`src/rtl/serial_addsub_pkg.sv`:
```
// Shared definitions for the bit-serial adder/subtractor sequencer.
// Contents:
//   state_t  - sequencer state (IDLE, SHIFT, DONE)
//   MODE_ADD - mode encoding for addition
//   MODE_SUB - mode encoding for subtraction (a - b)
package serial_addsub_pkg;

   typedef enum logic [1:0] {
      IDLE  = 2'd0,
      SHIFT = 2'd1,
      DONE  = 2'd2
   } state_t;

   localparam logic MODE_ADD = 1'b0;
   localparam logic MODE_SUB = 1'b1;

endpackage

```
`src/rtl/serial_addsub_seq_if.sv`:
```
// Bundle of request/result and half-cell signals for serial_addsub_seq.
// Signals:
//   start, mode, a_in, b_in        - operation request (sampled with start)
//   busy, done, result, carry_out  - status and final result
//   cell_a, cell_b, cell_mode      - bit pair and mode sent to the half cell
//   cell_sd, cell_cb               - combinational return from the half cell
// Modports:
//   slave  - the sequencer side
//   master - the parent side (requester plus the half cell)
interface serial_addsub_seq_if #(
   parameter int WIDTH = 8
);

   logic             start;
   logic             mode;
   logic [WIDTH-1:0] a_in;
   logic [WIDTH-1:0] b_in;
   logic             busy;
   logic             done;
   logic [WIDTH-1:0] result;
   logic             carry_out;
   logic             cell_a;
   logic             cell_b;
   logic             cell_mode;
   logic             cell_sd;
   logic             cell_cb;

   modport slave (
      input  start, mode, a_in, b_in, cell_sd, cell_cb,
      output busy, done, result, carry_out, cell_a, cell_b, cell_mode
   );

   modport master (
      output start, mode, a_in, b_in, cell_sd, cell_cb,
      input  busy, done, result, carry_out, cell_a, cell_b, cell_mode
   );

endinterface

```
`src/rtl/serial_addsub_merge.sv`:
```
// Combines the half cell's outputs with the registered carry/borrow to form
// one full-adder / full-subtractor result bit and the next carry/borrow.
// Ports:
//   mode       in  - MODE_ADD or MODE_SUB
//   cell_sd    in  - half cell SumDiff
//   cell_cb    in  - half cell CarryBorrow
//   carry      in  - carry/borrow coming from the previous bit
//   sum_bit    out - final sum/difference bit
//   next_carry out - carry/borrow for the next bit
module serial_addsub_merge
   import serial_addsub_pkg::*;
(
   input  logic mode,
   input  logic cell_sd,
   input  logic cell_cb,
   input  logic carry,
   output logic sum_bit,
   output logic next_carry
);

   // The second half stage folds the incoming carry/borrow into the cell's
   // partial result; only one of the two stages can ever generate, so an OR
   // merges them.
   assign sum_bit    = cell_sd ^ carry;
   assign next_carry = (mode == MODE_SUB) ? (cell_cb | (~cell_sd & carry))
                                          : (cell_cb | ( cell_sd & carry));

endmodule

```
`src/rtl/serial_addsub_seq.sv`:
```
// Bit-serial WIDTH-bit adder/subtractor sequencer. Latches two operands and
// a mode, feeds one bit pair per cycle (LSB first) to an external half
// adder/subtractor cell, merges its outputs with a registered carry/borrow
// and reports the WIDTH-bit result plus final carry/borrow with a one-cycle
// done pulse, WIDTH cycles after start is accepted.
// Ports:
//   clk    - rising-edge clock
//   rst_n  - synchronous active-low reset
//   bus    - serial_addsub_seq_if.slave (request, status, result, cell link)
module serial_addsub_seq
   import serial_addsub_pkg::*;
#(
   parameter int WIDTH = 8
) (
   input logic                  clk,
   input logic                  rst_n,
   serial_addsub_seq_if.slave   bus
);

   localparam int CNT_W = $clog2(WIDTH);
   localparam logic [CNT_W-1:0] LAST_BIT = CNT_W'(WIDTH - 1);

   state_t             state;
   logic [WIDTH-1:0]   a_sr;
   logic [WIDTH-1:0]   b_sr;
   logic [WIDTH-1:0]   acc;
   logic [CNT_W-1:0]   bit_cnt;
   logic               mode_q;
   logic               carry_q;
   logic               busy_q;
   logic               done_q;
   logic [WIDTH-1:0]   result_q;
   logic               carry_out_q;
   logic               sum_bit;
   logic               next_carry;

   serial_addsub_merge u_merge (
      .mode       (mode_q),
      .cell_sd    (bus.cell_sd),
      .cell_cb    (bus.cell_cb),
      .carry      (carry_q),
      .sum_bit    (sum_bit),
      .next_carry (next_carry)
   );

   // The cell only sees live operand bits while shifting; outside SHIFT it
   // is held quiet.
   assign bus.cell_a    = (state == SHIFT) ? a_sr[0] : 1'b0;
   assign bus.cell_b    = (state == SHIFT) ? b_sr[0] : 1'b0;
   assign bus.cell_mode = (state == SHIFT) ? mode_q  : 1'b0;

   assign bus.busy      = busy_q;
   assign bus.done      = done_q;
   assign bus.result    = result_q;
   assign bus.carry_out = carry_out_q;

   // Sequencer: accepts a start in IDLE or DONE, spends WIDTH cycles in
   // SHIFT processing one bit per cycle, then pulses done for one cycle.
   // The last bit goes straight into result rather than through acc, so
   // result is complete on the same edge that enters DONE.
   always_ff @(posedge clk) begin
      if (!rst_n) begin
         state       <= IDLE;
         a_sr        <= '0;
         b_sr        <= '0;
         acc         <= '0;
         bit_cnt     <= '0;
         mode_q      <= MODE_ADD;
         carry_q     <= 1'b0;
         busy_q      <= 1'b0;
         done_q      <= 1'b0;
         result_q    <= '0;
         carry_out_q <= 1'b0;
      end else begin
         case (state)
            IDLE, DONE: begin
               done_q <= 1'b0;
               if (bus.start) begin
                  a_sr    <= bus.a_in;
                  b_sr    <= bus.b_in;
                  mode_q  <= bus.mode;
                  carry_q <= 1'b0;
                  bit_cnt <= '0;
                  busy_q  <= 1'b1;
                  state   <= SHIFT;
               end else begin
                  state   <= IDLE;
               end
            end
            SHIFT: begin
               a_sr    <= a_sr >> 1;
               b_sr    <= b_sr >> 1;
               acc     <= {sum_bit, acc[WIDTH-1:1]};
               carry_q <= next_carry;
               bit_cnt <= bit_cnt + 1'b1;
               if (bit_cnt == LAST_BIT) begin
                  result_q    <= {sum_bit, acc[WIDTH-1:1]};
                  carry_out_q <= next_carry;
                  busy_q      <= 1'b0;
                  done_q      <= 1'b1;
                  state       <= DONE;
               end
            end
            default: begin
               busy_q <= 1'b0;
               done_q <= 1'b0;
               state  <= IDLE;
            end
         endcase
      end
   end

endmodule

```
`src/flat_wrapper.sv`:
```
// flat-port wrapper written by rule: the top's interface ports become plain ports
module serial_addsub_seq_flat import serial_addsub_pkg::*;
#(
   parameter int WIDTH = 8
)
  (clk, rst_n, bus_start, bus_mode, bus_a_in, bus_b_in, bus_cell_sd, bus_cell_cb, bus_busy, bus_done, bus_result, bus_carry_out, bus_cell_a, bus_cell_b, bus_cell_mode);
  serial_addsub_seq_if #(.WIDTH(WIDTH)) bus_i ();
  input logic clk;
  input logic rst_n;
  input wire logic [$bits(bus_i.start)-1:0] bus_start;
  input wire logic [$bits(bus_i.mode)-1:0] bus_mode;
  input wire logic [$bits(bus_i.a_in)-1:0] bus_a_in;
  input wire logic [$bits(bus_i.b_in)-1:0] bus_b_in;
  input wire logic [$bits(bus_i.cell_sd)-1:0] bus_cell_sd;
  input wire logic [$bits(bus_i.cell_cb)-1:0] bus_cell_cb;
  output wire logic [$bits(bus_i.busy)-1:0] bus_busy;
  output wire logic [$bits(bus_i.done)-1:0] bus_done;
  output wire logic [$bits(bus_i.result)-1:0] bus_result;
  output wire logic [$bits(bus_i.carry_out)-1:0] bus_carry_out;
  output wire logic [$bits(bus_i.cell_a)-1:0] bus_cell_a;
  output wire logic [$bits(bus_i.cell_b)-1:0] bus_cell_b;
  output wire logic [$bits(bus_i.cell_mode)-1:0] bus_cell_mode;
  assign bus_i.start = bus_start;
  assign bus_i.mode = bus_mode;
  assign bus_i.a_in = bus_a_in;
  assign bus_i.b_in = bus_b_in;
  assign bus_i.cell_sd = bus_cell_sd;
  assign bus_i.cell_cb = bus_cell_cb;
  assign bus_busy = bus_i.busy;
  assign bus_done = bus_i.done;
  assign bus_result = bus_i.result;
  assign bus_carry_out = bus_i.carry_out;
  assign bus_cell_a = bus_i.cell_a;
  assign bus_cell_b = bus_i.cell_b;
  assign bus_cell_mode = bus_i.cell_mode;
  serial_addsub_seq #(.WIDTH(WIDTH)) u_core (.clk(clk), .rst_n(rst_n), .bus(bus_i));
endmodule
```
`config.mk`:
```
export PLATFORM = sky130hd
export DESIGN_NAME = serial_addsub_seq_flat
export DESIGN_NICKNAME = d
export VERILOG_FILES = /design/src/rtl/serial_addsub_pkg.sv /design/src/rtl/serial_addsub_seq_if.sv /design/src/rtl/serial_addsub_merge.sv /design/src/rtl/serial_addsub_seq.sv /design/src/flat_wrapper.sv
export SDC_FILE = /design/constraint.sdc
export NUM_CORES = 1
export LEC_CHECK = 0
export BUFFER_PORTS_ARGS = -buffer_cell sky130_fd_sc_hd__clkbuf_2
export CAP_MARGIN = 20
export CORE_ASPECT_RATIO = 1.5
export CORE_MARGIN = 1
export CORE_UTILIZATION = 40
export CTS_CLUSTER_DIAMETER = 50
export DETAILED_ROUTE_END_ITERATION = 10
export GPL_TIMING_DRIVEN = 0
export HOLD_SLACK_MARGIN = 0.03
export MAX_ROUTING_LAYER = met4
export PLACE_DENSITY = 0.67
export SLEW_MARGIN = 20
export SYNTH_ARGS = -nofsm -noshare
export SYNTH_HDL_FRONTEND = slang
export SYNTH_HIERARCHICAL = 1
export SYNTH_SLANG_ARGS = --single-unit
```
`constraint.sdc`:
```
create_clock -name clk -period 1.7 [get_ports clk]
set_input_delay 0.255 -clock clk [delete_from_list [all_inputs] [get_ports clk]]
set_output_delay 0.255 -clock clk [all_outputs]
set_load 0.005 [all_outputs]
```
==> metrics.md, run 1 <==
| Metric | Value |
|---|---|
| Final Cycle Share | 93.4% |
| Fin crit period | 1.59 ns |
| Fraction of registers with async set/reset | 0% |
| CP Class | flip-flop to output pin |
| CP endpoint kind | output pin |
| Clock tree from TritonCTS | built |
| Sink Count | 41 |
| Post-DP Area | 1920 um^2 |
| Crit Path Max Fanout | 15 |
| Seq/Total Area, Yosys | 48.5% |
| Area of the core | 3990 um^2 |
| Rel. slew slack | 73.7% |
| Area contributors post-synth | dfxtp_1 49%, nand2_1 13%, a21boi_1 8.0%, a31oi_1 5.2%, nand3_1 4.1% |
| Mean post-synth cell area | 8.33 um^2 |
| GP Congestion | 0.749 |
| Worst Hold Launch | bus_mode |
| Grt ovf | 0 |
| Post-route design area | 2010 um^2 |
| Pins Over Slew Limit | 0 |
| Post-synthesis cell type count | 25 |
| P_leak | 0.851 nW |
| PwrDens | 953 nW/um^2 |
| Psw | 0.488 mW |
| Initial antenna violation count | 0 |
| Min-delay worst type | input pin to flip-flop |
| Worst skew pair latency | 0.29 ns |
| Global-route wire length before repair | 5.96 mm |
| FF-to-FF Start | u_core/bit_cnt[0]$_SDFFE_PN0P_ |
| Hold buffers post-CTS | 0 |
| Worst hold margin | 0.174 ns |
| Setup Fix Bufs, Post-CTS | 0 |
| Post-Syn Area | 1690 um^2 |
| Fmax | 630 MHz |
| Worst-case clock skew | 0.00546 ns |
| Total GRT Usage | 19.1% |
| Avg WL per Cell | 12.1 um |
| Crit-path cells | and2b_2 > and2_1 > clkbuf_2 |
| Synth-to-layout area growth | 19.1% |
| Area leader, netlist | dfxtp_1 |
| Htree depth | 2 |
| Die Wd | 55.1 um |
| Crit-path slowest cell | dfxtp_1 |
| Layout cell share with drive strength beyond 1 | 22.4% |
| Worst vdd ir | 0.770 mV |
| Setup violators final | 0 |
| Syn Inst Count | 203 |
| Clock Path Buffers | 2 |
| Synth warn | 6 |
| Post-cts sizing count | 0 |
| Drt drc | 0 |
| Post-synth top area share | 48.5% |
| Status | finished clean |
| Crit start category | flip-flop |
| RSZ-0062 raised after global routing | no |
| Switching Share | 25.4% |
| Register bit total from synthesis | 41 |
| Worst-path clk slew | 0.08 ns |
| Top-count cell post-synth | nand2_1 |
| Vias | 1460 |
| 1st-iter DRT viols | 28 |
| Final TNS setup | 0 ns |
| Max_cap viols | 0 |
| # rows | 28 |
| Fill cells | 422 |
| CP max stage delay | 0.42 ns |
| Total CTS buffers | 5 |
| Register share of total power | 53.9% |
| Largest net degree at the start of global routing | 16 |
| Vias in the first global route | 1358 |
| Via density per instance | 5.03 |
| Buffers on Ports | 35 |
| Slew of the pin with the lowest slew margin | 0.394 ns |
| CP arrival | 1.33 ns |
| Routed WL | 3.52 mm |
| Internal power | 1.43 mW |
| Top_reg_cell synth | dfxtp_1 |
| Initial core utilization | 42.4% |
| HPWL Detailed | 2.56 mm |
| Gate power share | 11.4% |
| CP required | 1.44 ns |
| ANT cells | 0 |
| EDFF count, synth | 0 |
| Die ar. | 4500 um^2 |
| DRT Pass-1 Iters | 4 |
| Clock power frac | 34.6% |
| # IOs | 36 |
| Routed Antenna Nets | 0 |
| Final net count | 268 |
| Synth Net Count | 227 |
| Synth cell count leaders | 59 x nand2_1, 41 x dfxtp_1, 18 x a21boi_1 |
| Root Driver | clkbuf_8 |
| Hold Vio Cnt, Final | 0 |
| Critical path origin | u_core/state[0]$_SDFFE_PN0P_ |
| Die span in y | 81.6 um |
## registers in the layout, summed over array words and instances, names as in the netlist
name and cells:
u_core/bus.done 1, u_core/bus.result 8, u_core/state 2, u_core/bit_cnt 3, u_core/carry_q 1, u_core/mode_q 1
u_core/a_sr 8, u_core/acc 7, u_core/bus.busy 1, u_core/bus.carry_out 1, u_core/b_sr 8
## area by class of cell
type / instances / area (um^2) / share of cell area (%)
plain buffers: 15 / 83.8 / 4.16
flip-flops and latches: 41 / 821 / 40.7
clock buffers: 6 / 82.6 / 4.10
well taps: 45 / 56.3 / 2.80
clock inverters: 2 / 13.8 / 0.683
multi-input cells: 146 / 782 / 38.8
repair buffers: 35 / 175 / 8.70
## cells by family (layout without fill, tap and decap cells)
logic type | Yosys count | after routing | synth area share [%]
AOI/OAI and AO/OA | 56 | 56 | 21.7
and+or+nand+nor | 86 | 86 | 22.0
adders and majority gates | 2 | 2 | 1.48
DFF | 41 | 41 | 48.5
buffers and inverters | 16 | 58 | 5.25
xor gates and xnor gates | 2 | 2 | 1.04
## worst paths after layout
path	end	cells after the start	slack, ns
max	bus_cell_a	3	0.11
min	u_core/mode_q$_SDFFE_PN0P_	3	0.17
max reg2reg	u_core/bus.result[4]$_SDFFE_PN0P_	5	0.30
min reg2reg	u_core/bus.result[7]$_SDFFE_PN0P_	2	0.45
## per-layer routing
layer  up-vias  track usage [%]  routed length, um
met4         0             8.25                 34
met1       655             20.7               1570
met5         -                -                  0
li1        771                -                  -
met3         2             5.19                153
met2        32             31.6               1770
## cells in the final DEF (no fill, tap or decap), types with 2 or more instances in the layout
master    netlist  layout
buf_2           8       7
nand3_1        14      14
a21boi_1       18      18
buf_4           3       3
a31oi_1        14      14
and3_1          2       2
nand2b_1        2       2
xor2_1          2       2
clkbuf_1        4       4
dfxtp_1        41      41
a21boi_0        5       5
and2_1          4       4
clkbuf_8        0       6
nor2_1          2       2
o21ai_1        14      14
nand2_1        59      59
ha_1            2       2
clkbuf_2        0      35
## power by group through the flow
stage	Combinational [mW]	Clock, mW	Sequential (mW)
floorplan	0.153	0	1.05
global placement	0.222	0	1.06
detailed placement	0.224	0	1.06
CTS	0.223	0.687	1.03
global route	0.249	0.736	1.04
finish	0.220	0.665	1.03
## stage by stage
| step | setup WS, ns | total power [mW] | utilization (%) | std cells |
|---|---|---|---|---|
| 6_report | 0.112 | 1.92 | 50.4 | 290 |
| 5_1_grt | 0.0301 | 2.02 | 50.4 | 290 |
| 4_1_cts | 0.0942 | 1.94 | 50.4 | 290 |
| 3_5_place_dp | 0.295 | 1.28 | 48.2 | 283 |
| 3_3_place_gp | 0.313 | 1.28 | 48.2 | 283 |
| 2_1_floorplan | 0.501 | 1.20 | - | 203 |
## worst max-delay path, delay by kind of cell, from the launching register on
family | cells | cell delay (ns)
and+or+nand+nor | 2 | 0.52
DFF | 1 | 0.42
buffers and inverters | 1 | 0.11
Note: power is estimated with default switching activity, not from simulation.
==> run 2, diff against run 1 <==
Settings changed: CORE_UTILIZATION 40 to 50, PLACE_DENSITY 0.67 to unset, PLACE_DENSITY_LB_ADDON set to 0.15.
==> metrics.md, run 2 (synthesis results as in run 1) <==
| Metric | Value |
|---|---|
| CP required | 1.44 ns (about the same) |
| Routed Antenna Nets | 0 (unchanged) |
| Non-filler cells, final | 285 (-1.7%) |
| Register share of total power | 53.3% (-0.6 points) |
| Setup violators final | 0 (unchanged) |
| CP arrival | 1.29 ns (-0.04 ns) |
| GP Congestion | 0.737 (-1.5%) |
| Most frequent cells in the layout | 59 x nand2_1, 41 x dfxtp_1, 35 x clkbuf_2 |
| Drt drc | 0 (unchanged) |
| Slew of the pin with the lowest slew margin | 0.396 ns (+0.00203 ns) |
| 1st-iter DRT viols | 21 (-25%) |
| Post-route design area | 2010 um^2 (about the same) |
| Core Util, Final | 63.1% (+13 points) |
| Pins Over Slew Limit | 0 (unchanged) |
| Sink Count | 41 (unchanged) |
| CP endpoint kind | output pin |
| # IOs | 36 (unchanged) |
| Total power | 1.94 mW (+1.2%) |
| Routed WL | 3.38 mm (-4.0%) |
| Synth-to-layout area growth | 19.0% (about the same) |
| P_leak | 0.854 nW (+0.36%) |
| Post-cts sizing count | 0 (unchanged) |
| PwrDens | 964 nW/um^2 (+1.2%) |
| Hold Vio Cnt, Final | 0 (unchanged) |
| Die ar. | 3620 um^2 (-19%) |
| Avg WL per Cell | 11.9 um (-2.3%) |
| Layout cell share with drive strength beyond 1 | 22.4% (unchanged) |
| Global-route wire length before repair | 5.75 mm (-3.5%) |
| Crit start category | flip-flop |
| Via density per instance | 5.16 (+2.5%) |
| Area of the core | 3190 um^2 (-20%) |
| Htree depth | 2 (unchanged) |
| Final net count | 268 (unchanged) |
| Die Wd | 49.5 um (-10%) |
| Vias | 1471 (+0.75%) |
| Fmax | 648 MHz (+2.8%) |
| Min-delay worst type | input pin to flip-flop |
| Final Cycle Share | 90.8% (-2.6 points) |
| Worst-path clk slew | 0.08 ns (about the same) |
| Max_cap viols | 0 (unchanged) |
| Crit-path cells | and2b_2 > and2_1 > clkbuf_2 |
| Initial core utilization | 53.0% (+11 points) |
| Die span in y | 73.2 um (-10%) |
| Worst-case clock skew | 0.00368 ns (-0.00179 ns) |
| Clock power frac | 35.5% (+0.9 points) |
| Status | finished clean |
| Internal power | 1.47 mW (+2.6%) |
| Gate power share | 11.1% (-0.3 points) |
| DRT Pass-1 Iters | 4 (unchanged) |
| Psw | 0.472 mW (-3.1%) |
| Post-DP Area | 1920 um^2 (-0.32%) |
| Worst skew pair latency | 0.29 ns (about the same) |
| HPWL Detailed | 2.51 mm (-2.1%) |
| CP Class | flip-flop to output pin |
| Vias in the first global route | 1367 (+0.66%) |
| # rows | 25 (-11%) |
| Root Driver | clkbuf_8 |
| RSZ-0062 raised after global routing | no |
| Crit-path slowest cell | dfxtp_1 |
| Final TNS setup | 0 ns (unchanged) |
| Buffers on Ports | 35 (unchanged) |
| Crit Path Max Fanout | 15 (unchanged) |
| Rel. slew slack | 73.6% (-0.14 points) |
| Clock tree from TritonCTS | built |
| Switching Share | 24.3% (-1.1 points) |
| Total GRT Usage | 21.5% (+2.5 points) |
| Grt ovf | 0 (unchanged) |
| CP max stage delay | 0.40 ns (-0.02 ns) |
| Fin crit period | 1.54 ns (-0.0434 ns) |
| Initial antenna violation count | 0 (unchanged) |
| Worst vdd ir | 0.926 mV (+20%) |
| Commonest non-fill, non-tap cell in the layout | nand2_1 |
| Total CTS buffers | 5 (unchanged) |
| Largest net degree at the start of global routing | 13 (-3) |
| ANT cells | 0 (unchanged) |
| Cells after DPL | 278 (-1.8%) |
| Clock Path Buffers | 2 (unchanged) |
## run 2: changes by cell type in the layout (fill, tap and decap cells not counted), sizes merged
| cell | previous run | this run |
|---|---|---|
| clkbuf | 45 | 46 |
| clkinv | 2 | 1 |
## run 2: cell type report
type / instances / area [um^2]
Sequential cell: 41 / 821
Fill cell: 321 / 1180
Tap cell: 40 / 50.0
Clock inverter: 1 / 5.00
Clock buffer: 7 / 96.3
Buffer: 15 / 83.8
Multi-Input combinational cell: 146 / 782
Timing Repair Buffer: 35 / 175
## run 2: worst paths after layout
path,startpoint,end,slack [ns],cells past startpoint
max,u_core/state[0]$_SDFFE_PN0P_,bus_cell_b,0.16,3
min,bus_mode,u_core/mode_q$_SDFFE_PN0P_,0.18,3
max reg2reg,u_core/bit_cnt[0]$_SDFFE_PN0P_,u_core/bus.result[5]$_SDFFE_PN0P_,0.24,5
min reg2reg,u_core/bus.result[1]$_SDFFE_PN0P_,u_core/bus.result[1]$_SDFFE_PN0P_,0.45,2
## run 2: per-stage QoR
stage | setup WS [ns] | hold slack, ns
final | 0.156 | 0.183
after global routing | 0.0476 | 0.175
after CTS | 0.0193 | 0.174
after detailed placement | 0.241 | 0.445
after global placement | 0.263 | 0.440
after floorplan | 0.501 | 0.390
## run 2: power groups by stage
stage	clock (mW)	combinational, mW	sequential (mW)
final	0.690	0.216	1.04
after global routing	0.749	0.246	1.04
after CTS	0.714	0.222	1.04
after detailed placement	0	0.221	1.06
after global placement	0	0.217	1.06
after floorplan	0	0.153	1.05
## run 2: per-layer routing
layer | global-route usage (%) | part of all wire [%] | wire (um) | vias up
li1 | - | - | - | 769
met1 | 22.8 | 43 | 1440 | 672
met2 | 38.8 | 53 | 1780 | 26
met3 | 5.00 | 3.5 | 117 | 4
met4 | 7.62 | 1.2 | 40 | 0
met5 | - | 0 | 0 | -
## run 2: repair_timing
item	CTS	global route
endpoints found under the setup margin	0	3
buffers inserted	0	0
hold buffers	0	0
## run 2: critical path, delay by kind of cell (launching register included)
kind,cells,cell delay [ns]
buf+inv,1,0.10
simple gates,2,0.49
flops,1,0.40
==> run 3, diff against run 2 <==
Settings changed: CORE_UTILIZATION 50 to 48.
Clock period 1.7 ns to 1.3 ns, I/O delays scaled along.
==> metrics.md, run 3 (synthesis results as in run 1) <==
| Metric | Value |
|---|---|
| Status | finished, violations left |
| Failing checks | negative setup slack |
| WHS Endpoint | u_core/mode_q$_SDFFE_PN0P_ |
| R2R setup slack | 0.08 ns (-0.16 ns) |
| Hold Path Stages | 3 (unchanged) |
| Die Wd | 50.5 um (+2.0%) |
| RSZ-0062 raised after global routing | yes |
| Crit-path cells | and2b_2 > buf_6 > and2_4 > clkbuf_2 |
| Area of the core | 3380 um^2 (+6.0%) |
| Routed WL | 3.57 mm (+5.6%) |
| Hold Vio Cnt, Final | 0 (unchanged) |
| Sink Count | 41 (unchanged) |
| CP arrival | 1.22 ns (-0.07 ns) |
| P_leak | 0.898 nW (+5.2%) |
| Buffers on Ports | 35 (unchanged) |
| CP Class | flip-flop to output pin |
| Vias in the first global route | 1383 (+1.2%) |
| FF-to-FF Start | u_core/bit_cnt[0]$_SDFFE_PN0P_ |
| # rows | 26 (+4.0%) |
| CP endpoint kind | output pin |
| Initial antenna violation count | 0 (unchanged) |
| Hold buffers post-CTS | 0 (unchanged) |
| Worst skew pair latency | 0.29 ns (about the same) |
| Rel. slew slack | 73.8% (+0.20 points) |
| DRT Pass-1 Iters | 4 (unchanged) |
| Die ar. | 3770 um^2 (+4.0%) |
| Final TNS setup | -0.310 ns (-0.310 ns) |
| Global-route wire length before repair | 5.98 mm (+4.0%) |
| Most frequent cells in the layout | 59 x nand2_1, 39 x dfxtp_1, 34 x clkbuf_2 |
| Total GRT Usage | 22.0% (+0.48 points) |
| Max_cap viols | 0 (unchanged) |
| Routed Antenna Nets | 0 (unchanged) |
| Crit-path slowest cell | dfxtp_2 |
| Grt ovf | 0 (unchanged) |
| 1st-iter DRT viols | 22 (+4.8%) |
| Clock Path Buffers | 2 (unchanged) |
| Worst-case clock skew | 0.00897 ns (+0.00529 ns) |
| Setup violators final | 3 (+3) |
| ANT cells | 0 (unchanged) |
| Drt drc | 0 (unchanged) |
| Avg WL per Cell | 12.1 um (+1.7%) |
| Final Cycle Share | 109% |
| Largest net degree at the start of global routing | 14 (+1) |
| R2r worst-path depth | 6 (+1) |
| Root Driver | clkbuf_8 |
| CP max stage delay | 0.33 ns (-0.07 ns) |
| Vias | 1500 (+2.0%) |
| # IOs | 36 (unchanged) |
| Clock tree from TritonCTS | built |
| Crit Path Max Fanout | 5 (-10) |
| Min-delay worst type | input pin to flip-flop |
| Worst vdd ir | 1.11 mV (+20%) |
| Reg2reg end | u_core/bus.result[4]$_SDFFE_PN0P_ |
| Pins Over Slew Limit | 0 (unchanged) |
| Synth-to-layout area growth | 25.6% |
| Fin crit period | 1.41 ns |
| Layout cell share with drive strength beyond 1 | 28.0% (+5.5 points) |
| CP required | 1.11 ns (-0.33 ns) |
| Total CTS buffers | 5 (unchanged) |
| Htree depth | 2 (unchanged) |
| PnR worst setup slack | -0.111 ns (-0.267 ns) |
| Fmax | 709 MHz |
| Final net count | 277 (+3.4%) |
| Commonest non-fill, non-tap cell in the layout | nand2_1 |
| Die span in y | 74.7 um (+2.0%) |
| HPWL Detailed | 2.49 mm (-1.0%) |
| PwrDens | 1170 nW/um^2 (+22%) |
| Crit start category | flip-flop |
| GP Congestion | 0.749 (+1.5%) |
| Via density per instance | 5.07 (-1.8%) |
| Dpl ws | -0.158 ns (-0.399 ns) |
| Crit path buffers/inverters | 2 (+1) |
| Worst-path clk slew | 0.09 ns (about the same) |
| Slew of the pin with the lowest slew margin | 0.393 ns (-0.00293 ns) |
| CP delay by family, top | simple AND/OR/NAND/NOR gates |
| Worst Hold Launch | bus_mode |
| Initial core utilization | 50.0% (-3.0 points) |
==> run 3: changes by cell type in the layout (fill, tap and decap cells not counted), sizes merged <==
cell / delta
clkbuf: -1
clkinv: +1
clkinvlp: +1
buf: +8
==> run 3: report_power, final <==
group          internal, mW  total, mW  switching (mW)
Combinational         0.154      0.324           0.170
Clock                 0.371      0.819           0.448
Sequential             1.32       1.35          0.0345
==> run 3: stage by stage <==
| stage | hold WS (ns) | std cells | power (mW) | utilization, % | area [um^2] |
|---|---|---|---|---|---|
| finish | 0.119 | 296 | 2.50 | 62.8 | 2120 |
| global route | 0.136 | 296 | 2.61 | 62.8 | 2120 |
| CTS | 0.113 | 294 | 2.50 | 61.2 | 2070 |
| detailed placement | 0.426 | 280 | 1.67 | 56.7 | 1920 |
| global placement | 0.425 | 280 | 1.67 | 56.7 | 1920 |
| floorplan | 0.330 | 203 | 1.57 | - | 1690 |
==> run 3: per-layer routing <==
metal  GRT usage [%]  routed length, um  up-vias
met5               -                  0        -
met1            23.5               1520      688
met3            4.85                100        4
met2            38.5               1880       21
li1                -                  -      787
met4            10.2                 67        0
==> run 3: worst max path at each step <==
stage / depth (start not counted) / from / endpoint / slack [ns]
global route: 4 / u_core/state[1]$_SDFFE_PN0P_ / bus_cell_mode / -0.16
floorplan: 5 / u_core/bit_cnt[0]$_SDFFE_PN0P_ / u_core/bus.result[2]$_SDFFE_PN0P_ / 0.10
CTS: 4 / u_core/state[1]$_SDFFE_PN0P_ / bus_cell_b / -0.11
detailed placement: 5 / u_core/bit_cnt[0]$_SDFFE_PN0P_ / u_core/bus.result[5]$_SDFFE_PN0P_ / -0.16
finish: 4 / u_core/state[1]$_SDFFE_PN0P_ / bus_cell_mode / -0.11
global placement: 5 / u_core/bit_cnt[0]$_SDFFE_PN0P_ / u_core/bus.result[3]$_SDFFE_PN0P_ / -0.15
==> run 3: area by class of cell <==
class | instances | area, um^2
multi-input combinational | 146 | 805
timing repair buffer | 43 | 245
sequential | 41 | 823
buffer | 16 | 113
tap | 42 | 52.6
fill | 329 | 1260
clock buffer | 5 | 68.8
clock inverter | 3 | 17.5
==> run 3: tightest hold or removal path, stage by stage <==
cell and delay [ns]:
clkbuf_2 0.08, nand2_1 0.05, a21boi_1 0.05
==> run 3: what timing repair did <==
action / CTS / global route
buffers inserted: 6 / 2
gates resized for setup: 9 / 14
endpoints found under the hold margin: 0 / 0
pin swaps: 2 / 5
cloned: 0 / 0
endpoints found under the setup margin: 13 / 24
